==> config.mk <==
export PLATFORM = sky130hd
export DESIGN_NAME = ofdm_frame_tx
export DESIGN_NICKNAME = d
export VERILOG_FILES = /design/src/rtl/ofdm_frame_tx.sv
export SDC_FILE = /design/constraint.sdc
export NUM_CORES = 2
export LEC_CHECK = 0
export BUFFER_PORTS_ARGS = -buffer_cell sky130_fd_sc_hd__buf_2
export CORE_ASPECT_RATIO = 0.7
export CORE_MARGIN = 5
export CORE_UTILIZATION = 28
export CTS_CLUSTER_SIZE = 30
export DETAILED_ROUTE_END_ITERATION = 10
export PLACE_DENSITY_LB_ADDON = 0.12
export SLEW_MARGIN = 20
export SYNTH_ARGS = -nofsm -noshare
export SYNTH_HDL_FRONTEND = slang
export SYNTH_SLANG_ARGS = --single-unit
export TNS_END_PERCENT = 20
==> constraint.sdc <==
create_clock -name i_clk -period 8.5 [get_ports i_clk]
set_clock_uncertainty 0.1 [all_clocks]
set_input_delay 1.7 -clock i_clk [delete_from_list [all_inputs] [get_ports i_clk]]
set_output_delay 1.7 -clock i_clk [all_outputs]
set_load 0.05 [all_outputs]
==> src/rtl/ofdm_frame_tx.sv <==
// OFDM TX frame assembler: preamble A/B from ROM, then CP+body per buffered IFFT symbol.
// Latency 2 cycles address->o_valid; i_en=0 freezes FSM and pipeline, o_valid forced low.
module ofdm_frame_tx #(
    parameter int DATA_SIZE = 16,
    parameter int FFT_SIZE  = 64,
    parameter int CP_LEN    = 16,
    parameter int PRE_A_LEN = 160,
    parameter int PRE_B_LEN = 160
) (
    input  logic                                       i_clk,
    input  logic                                       i_reset,
    input  logic                                       i_en,
    input  logic                                       i_start,
    input  logic [7:0]                                 i_num_sym,
    input  logic                                       i_valid,
    input  logic [DATA_SIZE-1:0]                       in_data_i,
    input  logic [DATA_SIZE-1:0]                       in_data_q,
    output logic                                       o_ready,
    output logic [$clog2(PRE_A_LEN+PRE_B_LEN)-1:0]     o_pre_addr,
    input  logic [DATA_SIZE-1:0]                       i_pre_data_i,
    input  logic [DATA_SIZE-1:0]                       i_pre_data_q,
    output logic                                       o_valid,
    output logic [DATA_SIZE-1:0]                       o_data_i,
    output logic [DATA_SIZE-1:0]                       o_data_q,
    output logic                                       o_busy,
    output logic                                       o_frame_done
);
    localparam int PA_W    = $clog2(PRE_A_LEN + PRE_B_LEN);
    localparam int FW      = $clog2(FFT_SIZE);
    localparam int MAX_AB  = (PRE_A_LEN > PRE_B_LEN) ? PRE_A_LEN : PRE_B_LEN;
    localparam int CNT_MAX = (MAX_AB > FFT_SIZE) ? MAX_AB : FFT_SIZE;
    localparam int CNT_W   = $clog2(CNT_MAX);
    localparam int SW      = 2 * DATA_SIZE;

    // DRAIN waits for the last sample to leave the pipeline before DONE.
    typedef enum logic [2:0] {
        S_IDLE, S_PRE_A, S_PRE_B, S_LOAD, S_CP, S_BODY, S_DRAIN, S_DONE
    } state_t;

    state_t             state_q, state_d;
    logic [CNT_W-1:0]   cnt_q, cnt_d;
    logic [7:0]         sym_q, sym_d;

    logic               issue, rom_src, wr_en;
    logic [PA_W-1:0]    pre_addr;
    logic [FW-1:0]      rd_addr;

    logic [SW-1:0]      mem_q [FFT_SIZE];
    logic [SW-1:0]      buf_rd_q;
    logic [SW-1:0]      rom_hold_q;
    logic [SW-1:0]      s1_dat;
    logic               s1_vld_q, s1_rom_q, s1_fresh_q;
    logic               o_vld_q;
    logic [DATA_SIZE-1:0] o_di_q, o_dq_q;

    always_ff @(posedge i_clk) begin
        if (!i_reset) begin
            state_q <= S_IDLE;
            cnt_q   <= '0;
            sym_q   <= '0;
        end else begin
            state_q <= state_d;
            cnt_q   <= cnt_d;
            sym_q   <= sym_d;
        end
    end

    always_comb begin
        state_d = state_q;
        cnt_d   = cnt_q;
        sym_d   = sym_q;
        if (i_en) begin
            case (state_q)
                S_IDLE: if (i_start) begin
                    state_d = S_PRE_A;
                    cnt_d   = '0;
                    sym_d   = i_num_sym;
                end
                S_PRE_A: if (cnt_q == CNT_W'(PRE_A_LEN - 1)) begin
                    state_d = S_PRE_B;
                    cnt_d   = '0;
                end else cnt_d = cnt_q + CNT_W'(1);
                S_PRE_B: if (cnt_q == CNT_W'(PRE_B_LEN - 1)) begin
                    state_d = (sym_q != 8'd0) ? S_LOAD : S_DRAIN;
                    cnt_d   = '0;
                end else cnt_d = cnt_q + CNT_W'(1);
                S_LOAD: if (i_valid) begin
                    if (cnt_q == CNT_W'(FFT_SIZE - 1)) begin
                        state_d = S_CP;
                        cnt_d   = '0;
                    end else cnt_d = cnt_q + CNT_W'(1);
                end
                S_CP: if (cnt_q == CNT_W'(CP_LEN - 1)) begin
                    state_d = S_BODY;
                    cnt_d   = '0;
                end else cnt_d = cnt_q + CNT_W'(1);
                S_BODY: if (cnt_q == CNT_W'(FFT_SIZE - 1)) begin
                    sym_d   = sym_q - 8'd1;
                    state_d = (sym_q != 8'd1) ? S_LOAD : S_DRAIN;
                    cnt_d   = '0;
                end else cnt_d = cnt_q + CNT_W'(1);
                S_DRAIN: if (!s1_vld_q) state_d = S_DONE;
                S_DONE:  state_d = S_IDLE;
                default: state_d = S_IDLE;
            endcase
        end
    end

    always_comb begin
        issue    = 1'b0;
        rom_src  = 1'b0;
        wr_en    = 1'b0;
        pre_addr = '0;
        rd_addr  = '0;
        case (state_q)
            S_PRE_A: begin
                issue    = i_en;
                rom_src  = 1'b1;
                pre_addr = PA_W'(cnt_q);
            end
            S_PRE_B: begin
                issue    = i_en;
                rom_src  = 1'b1;
                pre_addr = PA_W'(PRE_A_LEN) + PA_W'(cnt_q);
            end
            S_LOAD: wr_en = i_en & i_valid;
            S_CP: begin
                issue   = i_en;
                rd_addr = FW'(FFT_SIZE - CP_LEN) + cnt_q[FW-1:0];
            end
            S_BODY: begin
                issue   = i_en;
                rd_addr = cnt_q[FW-1:0];
            end
            default: ;
        endcase
    end

    always_ff @(posedge i_clk) begin
        if (wr_en) mem_q[cnt_q[FW-1:0]] <= {in_data_i, in_data_q};
        if (issue && !rom_src) buf_rd_q <= mem_q[rd_addr];
    end

    // ROM data is only present for one cycle; if a freeze lands on that cycle it is parked in rom_hold_q.
    assign s1_dat = s1_rom_q ? (s1_fresh_q ? {i_pre_data_i, i_pre_data_q} : rom_hold_q) : buf_rd_q;

    always_ff @(posedge i_clk) begin
        if (!i_reset) begin
            s1_vld_q   <= 1'b0;
            s1_rom_q   <= 1'b0;
            s1_fresh_q <= 1'b0;
            rom_hold_q <= '0;
            o_vld_q    <= 1'b0;
            o_di_q     <= '0;
            o_dq_q     <= '0;
        end else begin
            s1_fresh_q <= issue;
            if (s1_fresh_q) rom_hold_q <= {i_pre_data_i, i_pre_data_q};
            if (i_en) begin
                s1_vld_q <= issue;
                s1_rom_q <= rom_src;
                o_vld_q  <= s1_vld_q;
                if (s1_vld_q) {o_di_q, o_dq_q} <= s1_dat;
            end
        end
    end

    assign o_pre_addr   = pre_addr;
    assign o_ready      = (state_q == S_LOAD) && i_en;
    assign o_valid      = o_vld_q && i_en;
    assign o_data_i     = o_di_q;
    assign o_data_q     = o_dq_q;
    assign o_busy       = (state_q != S_IDLE);
    assign o_frame_done = (state_q == S_DONE) && i_en;
endmodule
# Word level (Yosys, flattened, before mapping)
# Memories as Yosys holds them, arrays and structs flattened. A register that Yosys moved wholly into a read port is not among the register bits.
# Index checks and enable logic that the tools add are counted.
[totals]
memories = 1
in_bits = 77
wordCells = 80
ram_bits = 2048
reg_bits = 87
[mem_list]
columns = ["memory", "words", "width", "rd", "rd_ports_with_merged_regs", "write_ports", "line_no", "text"]
rows = [
  ["mem_q", 64, 32, 1, 1, 1, "48", "logic [SW-1:0] mem_q [FFT_SIZE];"],
]
[op_classes]
addsub = 4
eq_ne = 19
n_bitwise = 1
reduce_logical = 16
muxes = 29
[op_table]
columns = ["op", "count"]
rows = [
  ["$mux 32", 2],
  ["$mux 8", 7],
  ["$pmux 8 s5", 1],
  ["$mux 3", 10],
  ["$pmux 3 s8", 1],
  ["$pmux 9 s2", 1],
  ["$ne 2x2->1 const B", 8],
  ["$pmux 8 s2", 1],
  ["$eq 3x3->1 const B", 4],
  ["$pmux 6 s2", 1],
  ["$add 8x8->9 const A", 1],
  ["$reduce_and 9->1", 1],
  ["$add 8x1->8 const B", 1],
  ["$eq 8x4->1 const B", 1],
  ["$eq 8x6->1 const B", 1],
  ["$eq 8x8->1 const B", 1],
  ["$ne 8x1->1 const B", 1],
  ["$reduce_and 4->1", 2],
  ["$reduce_bool 8->1", 1],
  ["$sub 8x1->8 const B", 1],
  ["$add 6x6->6 const A", 1],
  ["$eq 3x2->1 const B", 2],
  ["$mux 1", 5],
  ["$reduce_bool 5->1", 1],
  ["other kinds (10)", 13],
]

# Logic depth before layout (Yosys ltp)
[logic_depth]
word_depth = 5
mapped_depth = 11
depth_no_buf = 8

# Worst setup path after synthesis
# No wires, ideal clock.
[synth_timing]
path_kind = "in2reg"
start = "in i_en"
end = "mem mem_q[15][0] (netlist bit), enable pin"
setup_slack_ns = 3.243
n_path_buf = 1
t_arrival_ns = 4.735
setup_time_ns = 0.421
required_ns = 7.979
cell_stages = 7
path_cell_list = "clkbuf_1 nand3_1 nor2_1 nand2_1 nor2_1 nand3_1 nor2_1"
[synth_between]
elab_chain_cells = 4
[synth_rtl]
columns = ["element", "line_no", "text"]
rows = [
  ["from (decl)", "12", "input logic i_en,"],
  ["$and 1x1->1", "126", "S_LOAD: wr_en = i_en & i_valid;"],
  ["$mux 1", "115", "case (state_q)"],
  ["$mux 1", "140", "if (wr_en) mem_q[cnt_q[FW-1:0]] <= {in_data_i, in_data_q};"],
  ["$mux 1 (implied by the code)", "140", ""],
  ["to (decl)", "48", ""],
]
# Every way passes these cells.

# Final worst setup path
[layout_timing]
start = "reg cnt_q[2]"
end = "out o_pre_addr[2]"
[layout_between]
elab_chain_cells = 2
[layout_rtl]
columns = ["element", "line_no", "text"]
rows = [
  ["from (decl)", "41", "logic [CNT_W-1:0] cnt_q, cnt_d;"],
  ["from (signal assigned)", "63", "cnt_q <= cnt_d;"],
  ["$add 8x8->9", "124", "pre_addr = PA_W'(PRE_A_LEN) + PA_W'(cnt_q);"],
  ["$pmux 9 s2 (*)", "115", ""],
  ["to (decl)", "19", "output logic [$clog2(PRE_A_LEN+PRE_B_LEN)-1:0] o_pre_addr,"],
]
# Every way passes the cells marked *; elsewhere a longest branch is shown, timed or not.

==> impl_metrics.toml <==
[grt]
grt_max_degree = 126
grt_pass1_vias = 51680
grt_antenna_before_repair = 34
track_usage_pct = 19.90
grt-ovfl-total = 0
grt_pass1_wl_um = 454100

[logic_synthesis]
netlist.area_leader.share_pct = 71.35
syn_inst = 5898
synth_seq_cells = 2167
avgSynthCellArea_um2 = 14.84
yosys.area.top_type = "edfxtp_1"
async_reset_ff_share_pct = 0
netlist_area_um2 = 87540
synth_flop_cell = "edfxtp_1"
synth_area_leaders = "edfxtp_1 71%, mux2i_1 4.4%, a21oi_1 2.2%"
synth-edff-count = 2080
synth_cell_type_count = 80
synth_seq_area_share_pct = 73.34
synth_fp_nets = 5984
yosys_warnings = 0

[power]
p_leak_uw = 0.03143
power.share.combinational_pct = 6.1
powerDensity_nw_per_um2 = 229.3
ir_drop_mv = 0.1661
seqPwrFrac_pct = 50.8
p_clk_share_pct = 43.1
p_sw_uw = 5324
design_power_total_uw = 23140
intPower_uw = 17820
switching_share_pct = 23.01

[placed_design]
io_buffers = 121
placed_cell_area_um2 = 93770
place_ws_ps = 3199
dp_hpwl_um = 198900
gp_congestion = 0.8189

[clock_network]
cts_tree = "done"
clk_pin_slew_worst_paths_ps = 60
cts_root_buf = "clkbuf_16"
cts_buffers = 220
ctsResizeCount = 0
clock_latency_ps = 890
holdBufCountCts = 0
clockBufferDepth = 4
cts_setup_buffers = 0
cts.sinks = 2167
cts.htree.levels = 4

[timing]
slew_headroom_pct = 11.11
tns_ps = 0
tightest_slew_ps = 1300
fmax_ghz = 0.1862
layout_setup_ws_ps = 3130
fin_crit_ps = 5370
rsz0062_at_grt = "false"
setup_viol = 0
final_hold_viol_count = 0
period_share_pct = 63.18
slew_viol_final = 0

[routing]
ant_nets = 0
vias = 54990
wl_per_cell_um = 32.41
post-route-drc-count = 0
vias_per_cell = 5.317
dr.pass1.iters = 5
drt_iter0_drc = 6476
wirelength_um = 335100

[die]
boundaryPins = 122
num_rows = 171
die_area_um2 = 324100
initial_core_util_pct = 28.18
dieHeight_um = 477.8
core_area_um2 = 310700
die_x_um = 678.3

[worst_setup_path]
critPathCaptureType = "output pin"
critPathArrivalTime_ps = 3570
path_class = "register to output pin"
path_cells = "buf_12, inv_4, nor3_1, buf_2"
critPathMaxFanout = 67
max_stage_delay_ps = 730
start_kind = "register"
slowest_stage = "nor3_1"
worst_ep_required_time_ps = 6700

[min_path]
hp-class = "register to register"

[final_layout]
num-nets-final = 6095
drive_gt1_share_pct = 14.37
area.growth.synth_to_final_pct = 15.30
stdcell_area_um2 = 100900

[status]
status = "completed"

[job]
drv_cap = 0
[logic make-up (layout without fill, tap and decap cells)]
kind of cell             Yosys count  after routing  synth area share (%)
adder cells (fa/ha/maj)            9              9                0.1286
buffers and inverters            548            835                 2.831
AND/OR/NAND/NOR                 1054           1054                 5.330
AO/OA/AOI/OAI                   1623           1623                 12.49
other                              0              5                     0
multiplexers                     486            486                 5.760
XOR/XNOR                          11             11                0.1186
flip-flops                      2167           2167                 73.34
[critical path, delay by kind of cell (launching register included)]
family                 cells  cell delay (ps)
and+or+nand+nor            1              730
buffers and inverters      3             1220
DFF                        1              570
[through the flow]
step / std cells / util (%) / hold WS, ps
5_1_grt: 10340 / 32.49 / 394.5
4_1_cts: 10340 / 32.48 / 358.3
6_report: 10340 / 32.49 / 358.4
3_3_place_gp: 9938 / 30.17 / 339.1
3_5_place_dp: 9939 / 30.18 / 351.2
2_1_floorplan: 5898 / - / 331.7
[cell type report]
cell class / instances / area (um2)
Clock buffer: 278 / 5868
Inverter: 99 / 381.6
Clock inverter: 120 / 1277
Sequential cell: 2167 / 64220
Antenna cell: 5 / 12.51
Multi-Input combinational cell: 3183 / 21530
Timing Repair Buffer: 338 / 2450
Fill cell: 30440 / 209700
Tap cell: 4152 / 5195
[flip-flops by register name (all words and copies together) (netlist names)]
signal,flops
sym_q,8
s1_fresh_q,1
state_q,3
s1_rom_q,1
o_data_q,16
buf_rd_q,32
rom_hold_q,32
s1_vld_q,1
cnt_q,8
mem_q,2048
o_data_i,16
o_vld_q,1
[worst paths after layout]
kind | cells past startpoint | slack [ps] | start | to
setup / recovery | 4 | 3130 | cnt_q[2] | o_pre_addr[2]
hold / removal | 2 | 360 | o_vld_q | o_vld_q
hold reg to reg | 2 | 360 | o_vld_q | o_vld_q
setup reg to reg | 10 | 3800 | state_q[1] | buf_rd_q[12]
[per-layer routing]
metal  track usage (%)  vias to the layer above  part of all wire [%]
met5                 0                        -                 0.026
li1                  -                    23430                     -
met2             28.20                     2185                    41
met3             3.616                      363                   7.6
met1             31.43                    28990                    49
met4             3.860                       14                   2.1
[cell usage after synthesis, types with 9 or more instances]
master	number
o32ai_1	22
or3_1	17
o21ai_0	270
nor2_1	477
o211ai_1	67
buf_1	41
and2_1	28
nor4_1	28
o32a_1	11
o221ai_1	156
a21o_1	22
mux2_2	92
o2bb2ai_1	35
nand3_1	43
a21oi_1	379
o22a_1	21
buf_2	214
o311a_1	11
o31ai_1	10
a22oi_1	20
buf_4	33
a211oi_1	125
a2111oi_0	18
o21a_1	32
ha_1	9
mux2i_1	389
edfxtp_1	2080
nor3_1	45
nand2_1	302
a2bb2oi_1	78
a221oi_1	26
dfxtp_1	87
clkbuf_1	157
o22ai_1	132
a31oi_1	100
inv_1	97
and3_1	22
o221a_2	22
nand2b_1	37
[power groups by stage]
stage	Clock [uW]	Combinational, uW	Sequential (uW)
floorplan	0	781	12000
global placement	0	1420	12000
detailed placement	0	1430	12000
CTS	10200	1430	11700
global route	10600	1500	11700
finish	9970	1420	11700
[layout by cell type, fill, tap and decap left out, types with 100 or more instances in the layout]
| cell | instances |
|---|---|
| edfxtp_1 | 2080 |
| nor2_1 | 407 |
| mux2i_1 | 389 |
| a21oi_1 | 379 |
| nand2_1 | 298 |
| o21ai_0 | 269 |
| clkbuf_16 | 224 |
| buf_4 | 207 |
| o221ai_1 | 156 |
| o22ai_1 | 132 |
| a211oi_1 | 125 |
| buf_2 | 115 |
| a31oi_1 | 100 |
No activity file was read; power rests on OpenSTA's default activity.
